`config.mk`:
```
export PLATFORM = sky130hd
export DESIGN_NAME = diff_sq_accum_flat
export DESIGN_NICKNAME = d
export VERILOG_FILES = /design/src/rtl/diff_sq_pkg.sv /design/src/rtl/diff_sq_accum_if.sv /design/src/rtl/diff_sq_frame_ctr.sv /design/src/rtl/diff_sq_accum.sv /design/src/flat_wrapper.sv
export SDC_FILE = /design/constraint.sdc
export NUM_CORES = 1
export LEC_CHECK = 0
export ABC_AREA = 1
export CAP_MARGIN = 25
export CORE_ASPECT_RATIO = 1.5
export CORE_UTILIZATION = 25
export DETAILED_ROUTE_END_ITERATION = 10
export DONT_BUFFER_PORTS = 1
export GPL_TIMING_DRIVEN = 0
export MAX_ROUTING_LAYER = met4
export PLACE_DENSITY = 0.45
export SKIP_CTS_REPAIR_TIMING = 1
export SLEW_MARGIN = 0
export SYNTH_ARGS = -nofsm -noshare
export SYNTH_HDL_FRONTEND = slang
export SYNTH_SLANG_ARGS = --single-unit
```
`constraint.sdc`:
```
create_clock -name clk -period 2.56 [get_ports clk]
set_input_delay 0.256 -clock clk [delete_from_list [all_inputs] [get_ports clk]]
set_output_delay 0.256 -clock clk [all_outputs]
set_load 0.05 [all_outputs]
```
`src/rtl/diff_sq_pkg.sv`:
```
// diff_sq_pkg: shared constants, state type and accumulator sizing helper for diff_sq_accum.
package diff_sq_pkg;
    localparam int DATA_W_DEF = 10;

    typedef enum logic {ACCUM, HOLD} state_t;

    function automatic int acc_w_min(input int data_w, input int count);
        return data_w + $clog2(count);
    endfunction
endpackage

```
`src/rtl/diff_sq_accum_if.sv`:
```
// diff_sq_accum_if: product input stream and frame-total output stream of diff_sq_accum.
interface diff_sq_accum_if #(
    parameter int DATA_W = 10,
    parameter int ACC_W  = 12
);
    logic              in_valid;
    logic [DATA_W-1:0] in_data;
    logic              in_ready;
    logic              out_valid;
    logic              out_ready;
    logic [ACC_W-1:0]  out_sum;
    logic              drop_err;

    modport master (
        output in_valid, in_data, out_ready,
        input  in_ready, out_valid, out_sum, drop_err
    );

    modport slave (
        input  in_valid, in_data, out_ready,
        output in_ready, out_valid, out_sum, drop_err
    );
endinterface

```
`src/rtl/diff_sq_frame_ctr.sv`:
```
// diff_sq_frame_ctr: counts accepted products in a frame and flags the last one.
module diff_sq_frame_ctr #(
    parameter int COUNT = 4
) (
    input  logic clk,
    input  logic rst_n,
    input  logic clr,
    input  logic adv,
    output logic last
);
    localparam int CW = $clog2(COUNT);

    logic [CW-1:0] cnt;

    assign last = cnt == CW'(COUNT - 1);

    always_ff @(posedge clk) begin
        if (!rst_n || clr)
            cnt <= '0;
        else if (adv)
            cnt <= last ? '0 : cnt + 1'b1;
    end
endmodule

```
`src/rtl/diff_sq_accum.sv`:
```
// diff_sq_accum: sums COUNT products per frame and presents the total on a valid/ready output.
// Optional DIFF_SQ_ACCUM_MAX_TRACK_EN adds out_max, the largest product of the frame.
module diff_sq_accum
    import diff_sq_pkg::*;
#(
    parameter int COUNT  = 4,
    parameter int DATA_W = DATA_W_DEF,
    parameter int ACC_W  = 12
) (
    input  logic              clk,
    input  logic              rst_n,
    input  logic              clr,
`ifdef DIFF_SQ_ACCUM_MAX_TRACK_EN
    output logic [DATA_W-1:0] out_max,
`endif
    diff_sq_accum_if.slave    bus
);
    if (COUNT < 2 || COUNT > 64) begin : g_bad_count
        $fatal(1, "diff_sq_accum: COUNT out of range 2..64");
    end
    if (ACC_W < acc_w_min(DATA_W, COUNT)) begin : g_bad_acc_w
        $fatal(1, "diff_sq_accum: ACC_W too narrow for DATA_W and COUNT");
    end

    state_t           state, state_n;
    logic [ACC_W-1:0] acc;
    logic [ACC_W-1:0] sum_n;
    logic             accept;
    logic             last;

    assign bus.in_ready  = state == ACCUM && !clr;
    assign bus.out_valid = state == HOLD;
    assign accept        = bus.in_valid && bus.in_ready;
    assign sum_n         = acc + ACC_W'(bus.in_data);

    diff_sq_frame_ctr #(.COUNT(COUNT)) u_ctr (
        .clk   (clk),
        .rst_n (rst_n),
        .clr   (clr),
        .adv   (accept),
        .last  (last)
    );

    always_ff @(posedge clk) begin
        if (!rst_n)
            state <= ACCUM;
        else
            state <= state_n;
    end

    always_comb begin
        state_n = state;
        if (clr)
            state_n = ACCUM;
        else if (accept && last)
            state_n = HOLD;
        else if (state == HOLD && bus.out_ready)
            state_n = ACCUM;
    end

    always_ff @(posedge clk) begin
        if (!rst_n || clr)
            acc <= '0;
        else if (accept)
            acc <= last ? '0 : sum_n;
    end

    // out_sum survives clr; it is only meaningful while out_valid is high
    always_ff @(posedge clk) begin
        if (!rst_n)
            bus.out_sum <= '0;
        else if (accept && last)
            bus.out_sum <= sum_n;
    end

    always_ff @(posedge clk) begin
        if (!rst_n || clr)
            bus.drop_err <= 1'b0;
        else if (bus.in_valid && !bus.in_ready)
            bus.drop_err <= 1'b1;
    end

`ifdef DIFF_SQ_ACCUM_MAX_TRACK_EN
    logic [DATA_W-1:0] mx;
    logic [DATA_W-1:0] mx_n;

    assign mx_n = bus.in_data > mx ? bus.in_data : mx;

    always_ff @(posedge clk) begin
        if (!rst_n || clr)
            mx <= '0;
        else if (accept)
            mx <= last ? '0 : mx_n;
    end

    always_ff @(posedge clk) begin
        if (!rst_n)
            out_max <= '0;
        else if (accept && last)
            out_max <= mx_n;
    end
`endif
endmodule

```
`src/flat_wrapper.sv`:
```
// flat-port wrapper written by rule: the top's interface ports become plain ports
module diff_sq_accum_flat import diff_sq_pkg::*;
#(
    parameter int COUNT  = 4,
    parameter int DATA_W = DATA_W_DEF,
    parameter int ACC_W  = 12
)
  (clk, rst_n, clr, bus_in_valid, bus_in_data, bus_out_ready, bus_in_ready, bus_out_valid, bus_out_sum, bus_drop_err);
  diff_sq_accum_if #(.DATA_W(DATA_W), .ACC_W(ACC_W)) bus_i ();
  input  logic clk;
  input  logic rst_n;
  input  logic clr;
  input wire logic [$bits(bus_i.in_valid)-1:0] bus_in_valid;
  input wire logic [$bits(bus_i.in_data)-1:0] bus_in_data;
  input wire logic [$bits(bus_i.out_ready)-1:0] bus_out_ready;
  output wire logic [$bits(bus_i.in_ready)-1:0] bus_in_ready;
  output wire logic [$bits(bus_i.out_valid)-1:0] bus_out_valid;
  output wire logic [$bits(bus_i.out_sum)-1:0] bus_out_sum;
  output wire logic [$bits(bus_i.drop_err)-1:0] bus_drop_err;
  assign bus_i.in_valid = bus_in_valid;
  assign bus_i.in_data = bus_in_data;
  assign bus_i.out_ready = bus_out_ready;
  assign bus_in_ready = bus_i.in_ready;
  assign bus_out_valid = bus_i.out_valid;
  assign bus_out_sum = bus_i.out_sum;
  assign bus_drop_err = bus_i.drop_err;
  diff_sq_accum #(.COUNT(COUNT), .DATA_W(DATA_W), .ACC_W(ACC_W)) u_core (.clk(clk), .rst_n(rst_n), .clr(clr), .bus(bus_i));
endmodule
```
; Word-level counts from Yosys, hierarchy flattened
; Cells that the tools add are included.
[word_totals]
output_inout_bits = 15
wordCells = 25
input_bits = 15
regBits = 28
[classes]
reduce_logical = 11
bitwise = 2
eq_ne = 1
n_mux = 4
add_sub_neg = 2
[ops]
columns = operator, count
row1 = adder 12 x 10 -> 12 bit, 1
row2 = two-way mux 12 bit, 1
row3 = logical AND 1 bit, 5
row4 = logical NOT 1 bit, 3
row5 = adder 2 x 1 -> 2 bit (second input constant), 1
row6 = equality test 2 bit (second input constant), 1
row7 = two-way mux 1 bit, 2
row8 = two-way mux 2 bit, 1
row9 = NOT 1 bit, 2
row10 = nonzero test 2 bit, 1
row11 = OR reduction 2 bit, 1
row12 = logical OR 1 bit, 1

; Longest topological paths before layout
; Gate-level depths: netlist of the first run.
[depth]
ltp_word = 5
depth_mapped = 12

; Cells and area by module
; Synthesis of the first run repeated with hierarchy kept, for this count alone.
[hier_totals]
hier_cells = 254
area_unflattened_um2 = 1740.4
[by_module_without_submodules]
columns = module, area_each_um2, instances, cells_per_inst
row1 = diff_sq_accum, 1639.1, 1, 240
row2 = diff_sq_frame_ctr, 101.3, 1, 14

; Worst setup path before layout of the first run
; Ideal clock, no wire load.
[synth_timing]
path_kind = reg2reg
start = reg u_core.state (netlist: u_core.bus.out_valid)
end = reg u_core.bus.out_sum[10]
arrival_time_ns = 1.568
path_stages_with_launch = 8
synth_period_minus_slack_ns = 1.682
path_buffers = 1
setup_ns = 0.114
slack_ns = 0.878
path_cell_list = dfxtp_1 > nor2_4 > nand2_4 > nor2_4 > inv_2 > buf_2 > o21bai_1 > inv_1
[synth_via]
elab_chain_len = 4
[synth_lines]
columns = item, line_no
row1 = from (decl), diff_sq_accum.sv:25  ; state_t state, state_n;
row2 = from (signal assigned), diff_sq_accum.sv:48  ; state <= state_n;
row3 = NOT 1 bit, diff_sq_accum.sv:31  ; assign bus.in_ready = state == ACCUM && !clr;
row4 = logical AND 1 bit, diff_sq_accum.sv:31
row5 = net bus_in_ready, flat_wrapper.sv:16  ; output wire logic [$bits(bus_i.in_ready)-1:0] bus_in_ready;
row6 = logical AND 1 bit, diff_sq_accum.sv:33  ; assign accept = bus.in_valid && bus.in_ready;
row7 = logical AND 1 bit, diff_sq_accum.sv:72  ; else if (accept && last)
row8 = to (signal assigned), diff_sq_accum.sv:73  ; bus.out_sum <= sum_n;
row9 = to (decl), diff_sq_accum_if.sv:21  ; output in_ready, out_valid, out_sum, drop_err
; The timed path passes the listed nets, and every way through them passes these cells.
; A chain may end at the register's enable or synchronous reset.

; Worst setup path in the final report of the first run
[layout_timing]
start = reg u_core.acc[0]
end = reg u_core.acc[6]
[layout_via]
elab_chain_len = 2
[layout_lines]
columns = item, line_no
row1 = from (decl), diff_sq_accum.sv:26  ; logic [ACC_W-1:0] acc;
row2 = from (signal assigned), diff_sq_accum.sv:65  ; acc <= last ? '0 : sum_n;
row3 = adder 12 x 10 -> 12 bit, diff_sq_accum.sv:34  ; assign sum_n = acc + ACC_W'(bus.in_data);
row4 = two-way mux 12 bit, diff_sq_accum.sv:65
; No other way between the ends.

==> impl_metrics.json, run 1 <==
{
  "layout_setup_ws_ns": 0.6563,
  "relSlewSlack": 0.5702,
  "grt-ovfl-total": 0,
  "rsz0062_at_grt": "false",
  "yosys-top-cells-area": "dfxtp_1, nand2_1, ha_1, inv_1, a21oi_1",
  "clk_latency_ns": 0.27,
  "clkTransAtPathRegs_ns": 0.10,
  "grt_pass1_wl_mm": 6.996,
  "hold_path.class": "in -> reg",
  "clock_path_buffers": 2,
  "status": "finished, final reports clean",
  "drtPass1Iterations": 4,
  "yosysSeqAreaShare": 0.3323,
  "fillers": 770,
  "use_met2": 0.2450,
  "drc_errors": 0,
  "path_class": "reg -> reg",
  "initial_core_util": 0.2600,
  "cpPeakStageDelay_ns": 0.46,
  "clkSinkCount": 28,
  "seqCellArea_um2": 560.5,
  "die_h_um": 102.6,
  "finalSetupViolCount": 0,
  "worstMarginPinSlew_ns": 0.6438,
  "viasPerCell": 4.466,
  "async_reset_ff_frac": 0,
  "fin_skew_ns": 0.004857,
  "cts_tree": "done",
  "synth-edff-count": 0,
  "yosysTopAreaCellShare": 0.3323,
  "reg2reg_from": "u_core.acc[0]",
  "place_congestion": 0.7608,
  "crit_arrival_ns": 2.11,
  "max_cap_viol_count": 0,
  "crit_family": "adder cells",
  "period_share": 0.7436,
  "critPathBufInv": 0,
  "vias": 1438,
  "grt_max_degree": 16,
  "synthCells": 242,
  "fin_crit_ns": 1.904,
  "fp.dieArea_um2": 7086,
  "path_cells": "ha_1 -> fa_1 -> nand2_1 -> nand3_1 -> nand3_1 -> nand2_1 -> xor2_1 -> nand2_1 -> a21oi_1",
  "crit_path_frequent_cell": "nand2_1",
  "post-dp-hpwl_mm": 3.343,
  "worstPathRequired_ns": 2.76,
  "drt_iter0_drc": 43,
  "antenna_cells": 0,
  "core_um2": 6486,
  "cp_max_fo": 3,
  "synthDistinctLibCells": 31,
  "pre_cts_slack_ns": 0.6584,
  "grt_pass1_vias": 1511,
  "cts.htree.levels": 1,
  "grt-busiest-layer": "met2",
  "cp_slowest_cell": "fa_1",
  "die_x_um": 69.07,
  "avgSynthCellArea_um2": 6.969,
  "io_pins": 30,
  "antenna_found_initial": 0,
  "ys_ff_latch": 28,
  "fmax_mhz": 525.3,
  "start_kind": "register",
  "fp-row-count": 36,
  "hold_viol": 0,
  "finalMaxSlewViolations": 0,
  "grt_usage": 0.1272,
  "numCtsBuffers": 3,
  "drive_above_1_share": 0.08130,
  "p_leak_nw": 0.9014,
  "startpoint": "u_core.acc[0]",
  "whs_ns": 0.1227,
  "power_density_nw_per_um2": 450.0,
  "vdd_ir_drop_max_mv": 0.2628,
  "yosysWarnings": 0,
  "min_from": "rst_n",
  "yosysTopAreaCell": "dfxtp_1",
  "multi_input_area_um2": 957.2,
  "finalSetupTns_ns": 0,
  "syn_nets": 269,
  "ys.flop_type": "dfxtp_1",
  "synth_common_cells": "nand2_1, inv_1, dfxtp_1, a21oi_1, nor2_1",
  "totalPowerFinal_w": 0.0008266,
  "use_met1": 0.1351,
  "synthToLayoutAreaGrowth_pct": 8.902,
  "wirelength_mm": 4.039,
  "endpoint_kind": "register",
  "antenna_left": 0,
  "grt_use_met3": 0.01564,
  "yosys.cell_count.top_type": "nand2_1",
  "syn_area_um2": 1687,
  "cts.root.buffer_cell": "clkbuf_8",
  "wl_per_cell_um": 12.54,
  "final_nets": 274,
  "portBuffers": 0
}
-- worst register-to-register path, stage by stage (launching register included) --
cell and delay [ns]:
dfxtp_1 0.33, ha_1 0.23, fa_1 0.46, nand2_1 0.11, nand3_1 0.12, nand3_1 0.10
nand2_1 0.06, xor2_1 0.24, nand2_1 0.08, a21oi_1 0.12
-- registers in the layout (all words and copies together) (netlist names) --
| signal | cells |
|---|---|
| u_core.u_ctr.cnt | 2 |
| u_core.bus.drop_err | 1 |
| u_core.bus.out_valid | 1 |
| u_core.bus.out_sum | 12 |
| u_core.acc | 12 |
-- cells in the final DEF (no fill, tap or decap), types with 2 or more instances in the layout --
cell type	instances
dfxtp_1	28
o21ai_0	7
clkinv_1	2
ha_1	11
nand3_1	13
nand2_1	74
xor2_1	4
nand4_1	3
inv_2	2
a21oi_2	2
a21oi_1	16
buf_2	3
clkbuf_8	4
nor2_1	16
nor2_4	3
inv_1	31
o21bai_1	8
o21ai_1	5
-- power breakdown --
group	internal, W	switching (W)	total, W
Combinational	0.0000351	0.0000715	0.000107
Clock	0.000138	0.000134	0.000272
Sequential	0.000441	0.00000689	0.000448
Total	0.000614	0.000213	0.000827
-- routing by layer --
metal	vias up	share of wire
met5	-	0
met4	0	0.011
met3	2	0.027
met2	17	0.53
met1	646	0.43
li1	773	-
-- kinds of logic (layout without fill, tap and decap cells) --
group,count (synthesis),after routing,synth area share
XOR/XNOR,6,6,0.03561
AND/OR/NAND/NOR,113,113,0.2901
AO/OA/AOI/OAI,42,42,0.1484
buffers and inverters,41,45,0.1001
adder cells (fa/ha/maj),12,12,0.09347
flip-flops,28,28,0.3323
-- stage by stage --
stage          instances  utilization  area (µm²)
5_1_grt              322       0.2832        1837
2_1_floorplan        242            -        1687
3_5_place_dp         318       0.2747        1782
4_1_cts              322       0.2832        1837
3_3_place_gp         318       0.2747        1782
6_report             322       0.2832        1837
-- path summary, 6_finish.rpt --
check | cells past startpoint | end | slack, ns
min reg2reg | 2 | u_core.acc[7] | 0.48
max | 9 | u_core.acc[6] | 0.66
max reg2reg | 9 | u_core.acc[6] | 0.66
min | 2 | u_core.bus.out_sum[2] | 0.12
-- area by class of cell --
class / instances / area share
Tap cell: 76 / 0.05177
Clock buffer: 4 / 0.02997
Multi-Input combinational cell: 173 / 0.5211
Sequential cell: 28 / 0.3052
Buffer: 6 / 0.02044
Inverter: 35 / 0.07153
Note: power is estimated with default switching activity, not from simulation.
==> inputs of run 2 (changes only) <==
PLACE_DENSITY = 0.47   (was 0.45)
clock period = 1.6 ns   (was 2.56 ns; I/O delays follow)
==> run 2 against run 1 <==
Effect of this change: highest routed layer unchanged; global-route usage increased by 0.44 points; first-iteration DRC count increased by 47%; final cell count increased by 2.5%; core utilization increased by 4.7 points; the flow now finishes with violations (setup timing); critical endpoint is now u_core.bus.out_sum[6]; die area unchanged; critical path depth unchanged; largest power group unchanged; sequential power increased by 60%; critical path type unchanged; non-clock buffer count increased by 8; total power increased by 71%; wire length increased by 12%.
==> impl_metrics.json, run 2 (synthesized netlist as in run 1, its figures left out) <==
{
  "p_sw_w": 0.0003867,
  "fp.dieArea_um2": 7086,
  "endpoint_kind": "register",
  "fin_util": 0.3304,
  "grt_usage": 0.1315,
  "final_nets": 282,
  "grt_pass1_vias": 1531,
  "grt_pass1_wl_mm": 7.024,
  "crit_arrival_ns": 1.88,
  "layout_commonest_cell": "nand2_1",
  "startpoint": "u_core.acc[0]",
  "reg2reg_from": "u_core.acc[0]",
  "fmax_mhz": 590.7,
  "cp_slowest_cell": "fa_2",
  "cp_max_fo": 3,
  "clkPwrFrac": 0.325,
  "cts.htree.levels": 1,
  "numCtsBuffers": 3,
  "finalSetupViolCount": 11,
  "crit_path_frequent_cell": "nand2_2",
  "stdcell_area_um2": 2143,
  "portBuffers": 0,
  "hold_viol": 0,
  "swShare": 0.2743,
  "hold_path.class": "in -> reg",
  "viasPerCell": 4.536,
  "postPlaceCellArea_um2": 1785,
  "min_from": "rst_n",
  "worstPathRequired_ns": 1.78,
  "clkSinkCount": 28,
  "fin_skew_ns": 0.004637,
  "start_kind": "register",
  "die_x_um": 69.07,
  "initial_core_util": 0.2600,
  "grt-ovfl-total": 0,
  "layout_setup_ws_ns": -0.09280,
  "whs_ns": 0.02213,
  "relSlewSlack": 0.6487,
  "vias": 1497,
  "period_share": 1.058,
  "worstMarginPinSlew_ns": 0.5262,
  "cts_tree": "done",
  "final_cell_mix": "nand2_1, inv_1, dfxtp_1",
  "p_int_w": 0.001023,
  "grt_max_degree": 16,
  "finalMaxSlewViolations": 0,
  "power_density_nw_per_um2": 657.7,
  "clock_path_buffers": 2,
  "antenna_found_initial": 0,
  "drive_above_1_share": 0.2795,
  "vdd_ir_drop_max_mv": 0.3877,
  "die_h_um": 102.6,
  "drt_iter0_drc": 63,
  "antenna_cells": 0,
  "status": "complete, but fails checks",
  "path_class": "reg -> reg",
  "wirelength_mm": 4.516,
  "top_regs": "u_core.acc x12, u_core.bus.out_sum x12, u_core.u_ctr.cnt x2",
  "wl_per_cell_um": 13.68,
  "clkTransAtPathRegs_ns": 0.10,
  "crit_family": "adder cells",
  "fin_crit_ns": 1.693,
  "post-dp-hpwl_mm": 3.365,
  "core_um2": 6486,
  "clk_latency_ns": 0.28,
  "drtPass1Iterations": 4,
  "rsz0062_at_grt": "true",
  "antenna_left": 0,
  "p_leak_nw": 0.9644,
  "seq_power_share": 0.510,
  "cpPeakStageDelay_ns": 0.41,
  "critPathBufInv": 1,
  "synthToLayoutAreaGrowth_pct": 27.08,
  "place_congestion": 0.7919,
  "io_pins": 30,
  "path_cells": "ha_4 -> fa_2 -> nand2_2 -> nand3_4 -> nand3_2 -> nand2_2 -> xor2_2 -> o21bai_1 -> inv_1",
  "drc_errors": 0,
  "comb_power_share": 0.165,
  "violations": "setup timing",
  "fp-row-count": 36,
  "cts.root.buffer_cell": "clkbuf_8",
  "max_cap_viol_count": 0
}
## run 2: cell types whose count changed in the layout (fill, tap and decap cells not counted), sizes merged
| cell | before | now |
|---|---|---|
| clkbuf | 5 | 4 |
| buf | 5 | 14 |
## run 2: per-layer routing
metal | global-route usage | vias up | part of all wire
met5 | - | - | 0
met2 | 0.2457 | 23 | 0.52
met4 | 0.05651 | 0 | 0.017
li1 | - | 783 | -
met3 | 0.01564 | 5 | 0.028
met1 | 0.1395 | 686 | 0.44
## run 2: area by class of cell
class	count	area, µm²
plain buffers	6	55.05
clock buffers	4	55.05
fillers	747	4343
inverters	35	131.4
multi-input cells	173	1169
flip-flops and latches	28	570.5
well taps	76	95.09
repair buffers	8	67.56
## run 2: final timing paths
kind                                               to  slack (ns)  cells past startpoint
worst max-delay path            u_core.bus.out_sum[6]       -0.09                      9
worst min-delay path            u_core.bus.out_sum[2]        0.02                      2
worst max register to register  u_core.bus.out_sum[6]       -0.09                      9
worst min register to register          u_core.acc[9]        0.49                      2
## run 2: metrics by stage
stage | cells | worst slack, ns | power (W) | TNS [ns]
final | 330 | -0.09280 | 0.001410 | -0.5221
after global routing | 330 | -0.1996 | 0.001479 | -1.978
after CTS | 322 | -0.2118 | 0.001372 | -2.195
after detailed placement | 318 | -0.1723 | 0.0009074 | -1.592
after global placement | 318 | -0.1705 | 0.0009076 | -1.564
after floorplan | 242 | 0.04057 | 0.0008660 | 0
## run 2: power groups by stage
stage,registers (W),clock network (W),logic [W]
after global routing,0.000720,0.000498,0.000262
after detailed placement,0.000733,0,0.000174
after global placement,0.000733,0,0.000175
after floorplan,0.000731,0,0.000135
final,0.000718,0.000458,0.000233
after CTS,0.000717,0.000479,0.000176
